File: src/rtl/fetch_stage_if.sv
// rtl/fetch_stage_if.sv - fetch stage bus: imem port, hazard/redirect controls, IF/ID outputs
interface fetch_stage_if;
  logic        stall;
  logic        flush;
  logic        branch_taken;
  logic [31:0] branch_target;
  logic        jump;
  logic [31:0] jump_target;
  logic [31:0] imem_addr;
  logic [31:0] imem_instr;
  logic [31:0] if_id_instr;
  logic [31:0] if_id_pc_plus4;
  logic        if_id_valid;
  logic        pc_fault;
  logic [31:0] fetch_count;

  modport master (
    input  stall, flush, branch_taken, branch_target, jump, jump_target, imem_instr,
    output imem_addr, if_id_instr, if_id_pc_plus4, if_id_valid, pc_fault, fetch_count
  );

  modport slave (
    output stall, flush, branch_taken, branch_target, jump, jump_target, imem_instr,
    input  imem_addr, if_id_instr, if_id_pc_plus4, if_id_valid, pc_fault, fetch_count
  );
endinterface

File: src/rtl/fetch_stage.sv
// rtl/fetch_stage.sv - instruction fetch: PC, redirects, stall/flush, IF/ID register, PC fault
module fetch_stage #(
  parameter logic [31:0] RESET_PC   = 32'h0000_0000,
  parameter int          IMEM_WORDS = 256
) (
  input  logic          clk,
  input  logic          rst,
  fetch_stage_if.master bus
);

  localparam logic [32:0] PC_LIMIT = 33'(4 * IMEM_WORDS);

  logic [31:0] pc_q, pc_d;
  logic [31:0] instr_q, instr_d;
  logic [31:0] pc4_q, pc4_d;
  logic        valid_q, valid_d;
  logic        fault_q, fault_d;
  logic [31:0] count_q, count_d;

  logic [31:0] pc_plus4;
  logic        redirect;
  logic [31:0] target;
  logic        misaligned;
  logic        out_of_range;

  always_comb begin
    pc_plus4     = pc_q + 32'd4;
    redirect     = bus.jump | bus.branch_taken;
    target       = bus.jump ? bus.jump_target : bus.branch_target;
    misaligned   = redirect && (target[1:0] != 2'b00);
    out_of_range = {1'b0, pc_q} >= PC_LIMIT;

    pc_d    = pc_q;
    instr_d = instr_q;
    pc4_d   = pc4_q;
    valid_d = valid_q;
    fault_d = fault_q;
    count_d = count_q;

    if (fault_q) begin
      // Frozen until reset: PC holds, IF/ID carries only bubbles.
      instr_d = 32'h0;
      pc4_d   = 32'h0;
      valid_d = 1'b0;
    end else begin
      if (redirect) begin
        pc_d = {target[31:2], 2'b00};
      end else if (!bus.stall) begin
        pc_d = pc_plus4;
      end

      // A redirect squashes the wrong-path word; an out-of-range fetch is discarded.
      if (out_of_range || bus.flush || redirect) begin
        instr_d = 32'h0;
        pc4_d   = 32'h0;
        valid_d = 1'b0;
      end else if (!bus.stall) begin
        instr_d = bus.imem_instr;
        pc4_d   = pc_plus4;
        valid_d = 1'b1;
        count_d = count_q + 32'd1;
      end

      if (misaligned || out_of_range) begin
        fault_d = 1'b1;
      end
    end
  end

  always_ff @(posedge clk) begin
    if (rst) begin
      pc_q    <= RESET_PC;
      instr_q <= 32'h0;
      pc4_q   <= 32'h0;
      valid_q <= 1'b0;
      fault_q <= 1'b0;
      count_q <= 32'h0;
    end else begin
      pc_q    <= pc_d;
      instr_q <= instr_d;
      pc4_q   <= pc4_d;
      valid_q <= valid_d;
      fault_q <= fault_d;
      count_q <= count_d;
    end
  end

  assign bus.imem_addr      = pc_q;
  assign bus.if_id_instr    = instr_q;
  assign bus.if_id_pc_plus4 = pc4_q;
  assign bus.if_id_valid    = valid_q;
  assign bus.pc_fault       = fault_q;
  assign bus.fetch_count    = count_q;

endmodule
File: src/flat_wrapper.sv
// flat-port wrapper written by rule: the top's interface ports become plain ports
module fetch_stage_flat 
#(
  parameter logic [31:0] RESET_PC   = 32'h0000_0000,
  parameter int          IMEM_WORDS = 256
)
  (clk, rst, bus_stall, bus_flush, bus_branch_taken, bus_branch_target, bus_jump, bus_jump_target, bus_imem_instr, bus_imem_addr, bus_if_id_instr, bus_if_id_pc_plus4, bus_if_id_valid, bus_pc_fault, bus_fetch_count);
  fetch_stage_if bus_i ();
  input  logic clk;
  input  logic rst;
  input wire logic [$bits(bus_i.stall)-1:0] bus_stall;
  input wire logic [$bits(bus_i.flush)-1:0] bus_flush;
  input wire logic [$bits(bus_i.branch_taken)-1:0] bus_branch_taken;
  input wire logic [$bits(bus_i.branch_target)-1:0] bus_branch_target;
  input wire logic [$bits(bus_i.jump)-1:0] bus_jump;
  input wire logic [$bits(bus_i.jump_target)-1:0] bus_jump_target;
  input wire logic [$bits(bus_i.imem_instr)-1:0] bus_imem_instr;
  output wire logic [$bits(bus_i.imem_addr)-1:0] bus_imem_addr;
  output wire logic [$bits(bus_i.if_id_instr)-1:0] bus_if_id_instr;
  output wire logic [$bits(bus_i.if_id_pc_plus4)-1:0] bus_if_id_pc_plus4;
  output wire logic [$bits(bus_i.if_id_valid)-1:0] bus_if_id_valid;
  output wire logic [$bits(bus_i.pc_fault)-1:0] bus_pc_fault;
  output wire logic [$bits(bus_i.fetch_count)-1:0] bus_fetch_count;
  assign bus_i.stall = bus_stall;
  assign bus_i.flush = bus_flush;
  assign bus_i.branch_taken = bus_branch_taken;
  assign bus_i.branch_target = bus_branch_target;
  assign bus_i.jump = bus_jump;
  assign bus_i.jump_target = bus_jump_target;
  assign bus_i.imem_instr = bus_imem_instr;
  assign bus_imem_addr = bus_i.imem_addr;
  assign bus_if_id_instr = bus_i.if_id_instr;
  assign bus_if_id_pc_plus4 = bus_i.if_id_pc_plus4;
  assign bus_if_id_valid = bus_i.if_id_valid;
  assign bus_pc_fault = bus_i.pc_fault;
  assign bus_fetch_count = bus_i.fetch_count;
  fetch_stage #(.RESET_PC(RESET_PC), .IMEM_WORDS(IMEM_WORDS)) u_core (.clk(clk), .rst(rst), .bus(bus_i));
endmodule
File: config.mk
export PLATFORM = sky130hd
export DESIGN_NAME = fetch_stage_flat
export DESIGN_NICKNAME = d
export VERILOG_FILES = /design/src/rtl/fetch_stage_if.sv /design/src/rtl/fetch_stage.sv /design/src/flat_wrapper.sv
export SDC_FILE = /design/constraint.sdc
export NUM_CORES = 1
export LEC_CHECK = 0
export ABC_AREA = 1
export CAP_MARGIN = 5
export CORE_MARGIN = 10
export CORE_UTILIZATION = 30
export DETAILED_ROUTE_END_ITERATION = 8
export GPL_TIMING_DRIVEN = 0
export PLACE_DENSITY = 0.65
export SYNTH_ARGS = -nofsm -noshare
export SYNTH_HDL_FRONTEND = slang
export SYNTH_SLANG_ARGS = --single-unit
File: constraint.sdc
create_clock -name clk -period 1.6 [get_ports clk]
set_input_delay 0.32 -clock clk [delete_from_list [all_inputs] [get_ports clk]]
set_output_delay 0.32 -clock clk [all_outputs]
set_load 0.02 [all_outputs]
==> metrics.txt, run 1 <==
multi-input logic area=between 0.004 and 0.005 mm2; r2r setup slk=between 0.02 and 0.025 ns; Total Power=a little under 0.009 W; Synth Area in Compound Gates=15.8%; sequence of cells on the critical path=nor2_4 > nand2_2 > nor2_4 > nand3_4 > nor2_4 > buf_12 > nand2_8 > buf_8 > a21oi_1; Setup CP Type=register to register; CTS sink cnt=126; first-pass GRT wire length=roughly 42 mm; LEAKAGE=around 4.3 nW; Ys Warns=0; CP arrival=approximately 1.9 ns; CTS tree=yes; HPWL after detailed placement=approximately 22 mm; initial core utilization=about 30%; Sequential cell area=0.00263 mm2; Req. time, crit path=1.95 ns; minimum clock period=approximately 1.6 ns; core area=about 0.023 mm2; critical path endpoint category=register; syn_area_per_cell=6.47 um2; Critical Path Max Stage Delay=0.37 ns; worst hold stages=3; Mapped Area=roughly 0.007 mm2; Final Core Density=48.3%; Post-Synth XOR/XNOR Area=under 10%; fmax=roughly 630 MHz; area share of and/or/nand/nor cells after synthesis=between 30% and 40%; startpoint class of the critical path=register; largest family of logic cells by synthesized area=simple AND/OR/NAND/NOR gates; Unique masters post-synth=38; unrepaired setup endpoints after global routing=true; Tcrit/Tclk final=a little over nine tenths; ANT nets after route=0; Ports=approximately 230; Vias/cell=4.97; root buf cell=clkbuf_16; drt total wl=between 20 and 30 mm; Worst Skew=between 0.008 and 0.009 ns; Final Hold Fails=0; Rows=55; initial drt markers=between 600 and 700; ys async rst share=0%; PortBufs=approximately 230; ant diodes=0; filler instances=roughly 2300; Worst-Skew Late Latency=roughly 0.42 ns; Max Cap Viol=0; initial antenna violation count=1; most common flop cell mapped by yosys=dfxtp_1; Layout area overhead=59.6%; fin nets=around 1400; post-synthesis adder-cell area fraction=less than 1%; die area=approximately 0.029 mm2; Worst slew margin=about 60%; Reg2Reg Depth=9; Seq/Total Area, Yosys=between 30% and 40%; DIE WIDTH=roughly 170 um; worst hold path type=primary input to register; CTS clk-pin slew, worst paths=around 0.07 ns; vias in the first global route=approximately 7500; H-tree depth=4; maximum VDD drop=0.000667 V; vias after detailed routing=8065; wire length per cell=approximately 18 um; pin count of the biggest net entering global routing=18; grt ovf=0; Pre-antenna DRT Iters=5; GPL Wtd Cong=0.923; final setup vio count=0; status=finished clean; most used cell, CP=nor2_4; DRC viols=0; multiplexer area fraction after synthesis=0%; clock buffer count from CTS=17; Max FO, Critical Path=10; Power Density=about 810 mW/mm2; Setup TNS=0 ns; synthesized instance count=between 1000 and 1500; die height=171 um; worst slew pin tran=between 0.6 and 0.7 ns; final max-slew violation count=0; Clock Path Buffers=2; CP max-delay cell=dfxtp_4; Tot GR Track Use=between 10% and 20%; share of layout cells above drive strength 1=20.1%; Synth Register Bits=around 130; Post-synth EDFFs=0
layer usage:
layer / share of wire [%] / wire length, um / global-route usage (%) / vias up
met5: 0 / 0 / 0 / -
met4: 2.8 / 792 / 5.84 / 0
met3: 8.2 / 2330 / 6.18 / 49
met2: 48 / 13700 / 30.7 / 305
met1: 41 / 11800 / 21.9 / 3724
li1: - / - / - / 3987
sequential cells by signal, indices dropped and copies added, names as in the netlist:
register                   count
u_core.bus.if_id_valid         1
u_core.bus.fetch_count        32
u_core.bus.pc_fault            1
u_core.bus.if_id_pc_plus4     30
u_core.bus.imem_addr          30
u_core.bus.if_id_instr        32
layout make-up:
cell class,count,area share [%]
flip-flops and latches,126,24.2
inverters,34,1.23
multi-input cells,843,40.5
clock inverters,14,1.88
clock buffers,18,3.95
repair buffers,251,21.8
plain buffers,52,3.26
well taps,285,3.28
cells in the mapped netlist, drive strengths merged, types with 2 or more instances:
cell    number  area share, %
a22oi       11            1.2
o21ai       36            2.6
xnor2        7           0.90
nand3       37            2.8
ha           3           0.55
a21oi       96            7.1
dfxtp      126             37
nor3        12            1.5
xor2        11            1.4
inv         33            1.8
nand2      373             21
o211ai      11            1.2
nand4        2           0.18
buf         21            1.9
or2          2           0.18
clkbuf      32            1.8
a22o        17            2.2
nor2       181             11
nand3b      25            2.8
a31oi       11            1.0
cell families (layout without fill, tap and decap cells):
logic type               count (synthesis)  count (layout)
XOR/XNOR                                18              18
flip-flops                             126             126
AO/OA/AOI/OAI                          185             185
adder cells (fa/ha/maj)                  3               3
AND/OR/NAND/NOR                        633             633
other                                    1               4
buffers and inverters                   87             369
timing repair:
item | CTS | global route
pin swaps | 2 | 40
hold buffers | 0 | 0
gates resized for setup | 227 | 186
gates cloned | 0 | 3
setup buffers | 6 | 16
endpoints found under the setup margin | 251 | 151
worst paths after layout:
check                                               to                              startpoint
min            u_core.bus.if_id_instr[13]$_SDFFE_PP0N_                      bus_imem_instr[13]
max          u_core.bus.if_id_pc_plus4[9]$_SDFFE_PP0N_   u_core.bus.imem_addr[16]$_SDFFE_PP0P_
max reg2reg  u_core.bus.if_id_pc_plus4[9]$_SDFFE_PP0N_   u_core.bus.imem_addr[16]$_SDFFE_PP0P_
min reg2reg     u_core.bus.if_id_instr[1]$_SDFFE_PP0N_  u_core.bus.if_id_instr[1]$_SDFFE_PP0N_
cells in the final DEF, fill, tap and decap left out, types with 19 or more instances in the layout:
master / count
nand3_1: 32
clkbuf_16: 19
buf_4: 26
nand2_1: 358
o21ai_0: 36
nor2_1: 129
dfxtp_1: 78
nand3b_1: 25
clkdlybuf4s50_1: 99
inv_1: 26
dfxtp_2: 30
nor2_4: 23
a21oi_1: 77
nor2_2: 28
dlygate4sd2_1: 101
worst max-delay path: cells and delay by family, from the launching register on:
family,cells,cell delay (ns)
simple gates,6,0.68
compound gates,1,0.13
flops,1,0.37
buf+inv,2,0.31
report_power, final:
part	internal [W]	total (W)	leakage, nW	switching, W
Sequential	0.00320	0.00334	1.05	0.000139
Clock	0.00264	0.00424	0.304	0.00160
Combinational	0.000535	0.00117	2.97	0.000638
metrics by stage:
step / std cells / instance area, um2 / hold WS (ns) / setup slack [ns]
after floorplan: 1056 / 6830 / 0.389 / 0.0454
after global placement: 1567 / 9450 / 0.444 / -0.735
after detailed placement: 1567 / 9450 / 0.453 / -0.719
after CTS: 1604 / 10200 / 0.435 / -0.0263
after global routing: 1623 / 10900 / 0.447 / -0.0677
final: 1623 / 10900 / 0.445 / 0.0202
Note: power is estimated with default switching activity, not from simulation.
==> run 2, diff against run 1 <==
--- a/config.mk
+++ b/config.mk
@@ -12,6 +12,7 @@
 export DETAILED_ROUTE_END_ITERATION = 8
 export GPL_TIMING_DRIVEN = 0
 export PLACE_DENSITY = 0.65
+export SKIP_LAST_GASP = 1
 export SYNTH_ARGS = -nofsm -noshare
 export SYNTH_HDL_FRONTEND = slang
 export SYNTH_SLANG_ARGS = --single-unit
==> constraint.sdc (replaced) <==
create_clock -name clk -period 1.3 [get_ports clk]
set_input_delay 0.26 -clock clk [delete_from_list [all_inputs] [get_ports clk]]
set_output_delay 0.26 -clock clk [all_outputs]
set_load 0.02 [all_outputs]
==> run 2 against run 1 <==
Compared with the run above: sequential share of layout area fell by 2.2 points; routed wire length rose by 12%; die area unchanged; setup slack worse by 0.43 ns; the run now ends with negative setup slack left; final cell count increased by 4.2%; combinational power grew 67%; register-to-register slack worse by 0.43 ns.
==> metrics.txt, run 2 (same netlist as run 1, synthesis figures left out) <==
status=complete, but fails checks (was finished clean); failing checks=negative setup slack; LEAKAGE=4.85 nW (was 4.32 nW); Max FO, Critical Path=3 (was 10); Worst Setup EP=u_core.bus.if_id_pc_plus4[17]$_SDFFE_PP0N_ (was u_core.bus.if_id_pc_plus4[9]$_SDFFE_PP0N_); Max Cap Viol=0 (unchanged); Tot GR Track Use=19.6% (was 18.4%); worst slew pin tran=0.594 ns (was 0.613 ns); DRC viols=0 (unchanged); Clock Path Buffers=2 (unchanged); Critical Path Max Stage Delay=0.39 ns (was 0.37 ns); vias in the first global route=8261 (was 7493); Hold-fix buffers, CTS=0 (unchanged); H-tree depth=4 (unchanged); count of cell instances traversed by the critical path=10 (was 9); dpl cells=1567 (unchanged); r2r startpoint=u_core.bus.imem_addr[15]$_SDFFE_PP0P_ (was u_core.bus.imem_addr[16]$_SDFFE_PP0P_); HPWL after detailed placement=21.9 mm (was 21.8 mm); Pre-antenna DRT Iters=8 (was 5); maximum VDD drop=0.000581 V (was 0.000667 V); clock buffer count from CTS=17 (unchanged); Top delay family on crit path=simple AND/OR/NAND/NOR gates (unchanged); Ports=232 (unchanged); ANT nets after route=0 (unchanged); Req. time, crit path=1.64 ns (was 1.95 ns); Reg2Reg Depth=10 (was 9); vias after detailed routing=8712 (was 8065); crit path buf inv count=3 (was 2); multi-input logic area=0.00511 mm2 (was 0.00440 mm2); GPL Wtd Cong=0.923 (about the same); Tcrit/Tclk final=131% (was 98.7%); CTS clk-pin slew, worst paths=0.06 ns (was 0.07 ns); CTS sink cnt=126 (unchanged); Layout area overhead=79.3% (was 59.6%); CP max-delay cell=dfxtp_4 (unchanged); Setup crit start=u_core.bus.imem_addr[15]$_SDFFE_PP0P_ (was u_core.bus.imem_addr[16]$_SDFFE_PP0P_); final setup vio count=137 (was 0); critical path endpoint category=register (unchanged); post-route worst setup slack=-0.408 ns (was 0.0202 ns); Final Hold Fails=0 (unchanged); share of layout cells above drive strength 1=42.6% (was 20.1%); die height=171 um (unchanged); filler instances=2042 (was 2283); Setup CP Type=register to register (unchanged); Rows=55 (unchanged); drt total wl=31.8 mm (was 28.5 mm); startpoint class of the critical path=register (unchanged); final non-filler cell total=1691 (was 1623); Vias/cell=5.15 (was 4.97); PortBufs=226 (unchanged); fmax=586 MHz (was 633 MHz); Sequential cell area=0.00269 mm2 (was 0.00263 mm2); core area=0.0225 mm2 (unchanged); initial core utilization=30.3% (unchanged); unrepaired setup endpoints after global routing=true (unchanged); initial drt markers=789 (was 689); Worst Skew=0.0138 ns (was 0.00813 ns); minimum clock period=1.71 ns (was 1.58 ns); most frequent cells in the layout=nand2_1, nor2_1, buf_2, clkdlybuf4s50_1 (was nand2_1, nor2_1, dlygate4sd2_1); worst hold path type=primary input to register (unchanged); wire length per cell=18.8 um (was 17.6 um); die area=0.0291 mm2 (unchanged); CTS tree=yes (unchanged); r2r setup slk=-0.41 ns (was 0.02 ns); initial antenna violation count=0 (was 1); pin count of the biggest net entering global routing=17 (was 18); ant diodes=0 (unchanged); fin nets=1498 (was 1430); DIE WIDTH=171 um (unchanged); final max-slew violation count=0 (unchanged); grt ovf=0 (unchanged); most common cell after layout, fill and taps aside=nand2_1 (unchanged); root buf cell=clkbuf_16 (unchanged); most used cell, CP=buf_6 (was nor2_4); final hold slack=0.250 ns (was 0.445 ns); Power Density=946 mW/mm2 (was 806 mW/mm2); first-pass GRT wire length=45.2 mm (was 42.1 mm); CP arrival=2.05 ns (was 1.93 ns); Worst R2R End=u_core.bus.if_id_pc_plus4[17]$_SDFFE_PP0N_ (was u_core.bus.if_id_pc_plus4[9]$_SDFFE_PP0N_); Worst slew margin=60.4% (was 59.2%); Worst-Skew Late Latency=0.43 ns (was 0.42 ns); sequence of cells on the critical path=buf_6 > buf_6 > nand2_8 > nor2_4 > buf_6 > nand2_4 > nor2_4 > xor2_2 > nor2_1 > nor3_4 (was nor2_4 > nand2_2 > nor2_4 > nand3_4 > nor2_4 > buf_12 > nand2_8 > buf_8 > a21oi_1)
run 2: cell count changes in the layout (fill, tap and decap cells not counted), sizes merged:
cell,delta
clkinv,+4
buf,+182
clkdlybuf4s15,-17
bufinv,+2
inv,-5
dlygate4sd2,-100
clkbuf,+4
clkinvlp,-1
clkdlybuf4s50,-1
run 2: metrics by stage:
step	power, W	setup TNS [ns]	setup WS [ns]	cell area [um2]	util (%)
3_5_place_dp	0.00553	-102.77	-1.02	9850	43.8
6_report	0.0116	-38.41	-0.408	12200	54.3
5_1_grt	0.0119	-46.47	-0.456	12200	54.3
4_1_cts	0.0113	-30.05	-0.318	11400	50.5
2_1_floorplan	0.00481	-6.97	-0.0991	7230	-
3_3_place_gp	0.00552	-104.77	-1.04	9850	43.8
run 2: what timing repair did:
item | CTS | global route
setup buffers | 51 | 37
setup endpoints to repair | 252 | 179
resized for setup | 737 | 213
cloned | 5 | 5
endpoints found under the hold margin | 0 | 0
pin swaps | 67 | 84
run 2: how the worst min path moves through the flow:
stage | slack (ns) | start | end | cells after the start
floorplan | 0.32 | rst | u_core.bus.fetch_count[6]$_SDFFE_PP0P_ | 1
global placement | 0.46 | u_core.bus.if_id_instr[31]$_SDFFE_PP0N_ | u_core.bus.if_id_instr[31]$_SDFFE_PP0N_ | 2
detailed placement | 0.46 | u_core.bus.if_id_pc_plus4[5]$_SDFFE_PP0N_ | u_core.bus.if_id_pc_plus4[5]$_SDFFE_PP0N_ | 2
CTS | 0.39 | bus_imem_instr[10] | u_core.bus.if_id_instr[10]$_SDFFE_PP0N_ | 3
global route | 0.27 | rst | u_core.bus.fetch_count[6]$_SDFFE_PP0P_ | 2
finish | 0.25 | rst | u_core.bus.fetch_count[6]$_SDFFE_PP0P_ | 2
run 2: cell type report:
cell class	count	area share [%]
well taps	285	2.92
repair buffers	320	23.3
multi-input cells	843	41.9
clock inverters	14	1.95
clock buffers	18	3.60
flip-flops and latches	126	22.0
plain buffers	51	3.19
inverters	34	1.23
run 2: per-layer routing:
metal  track usage [%]  wire, um  up-vias
li1                  -         -     4132
met1              23.4     12500     4108
met2              33.4     15700      389
met3              5.37      2460       83
met4              6.06      1100        0
met5                 0         0        -
run 2: power breakdown:
| part | switching (W) | internal, W |
|---|---|---|
| clock | 0.00190 | 0.00365 |
| combinational | 0.00103 | 0.000923 |
| sequential | 0.000135 | 0.00393 |
==> run 3, diff against run 2 <==
--- a/config.mk
+++ b/config.mk
@@ -6,7 +6,7 @@
 export NUM_CORES = 1
 export LEC_CHECK = 0
 export ABC_AREA = 1
-export CAP_MARGIN = 5
+export CAP_MARGIN = 20
 export CORE_MARGIN = 10
 export CORE_UTILIZATION = 30
 export DETAILED_ROUTE_END_ITERATION = 8
==> results of run 3 <==
Same layout as run 2: the final DEF is identical, and so are final timing and power.
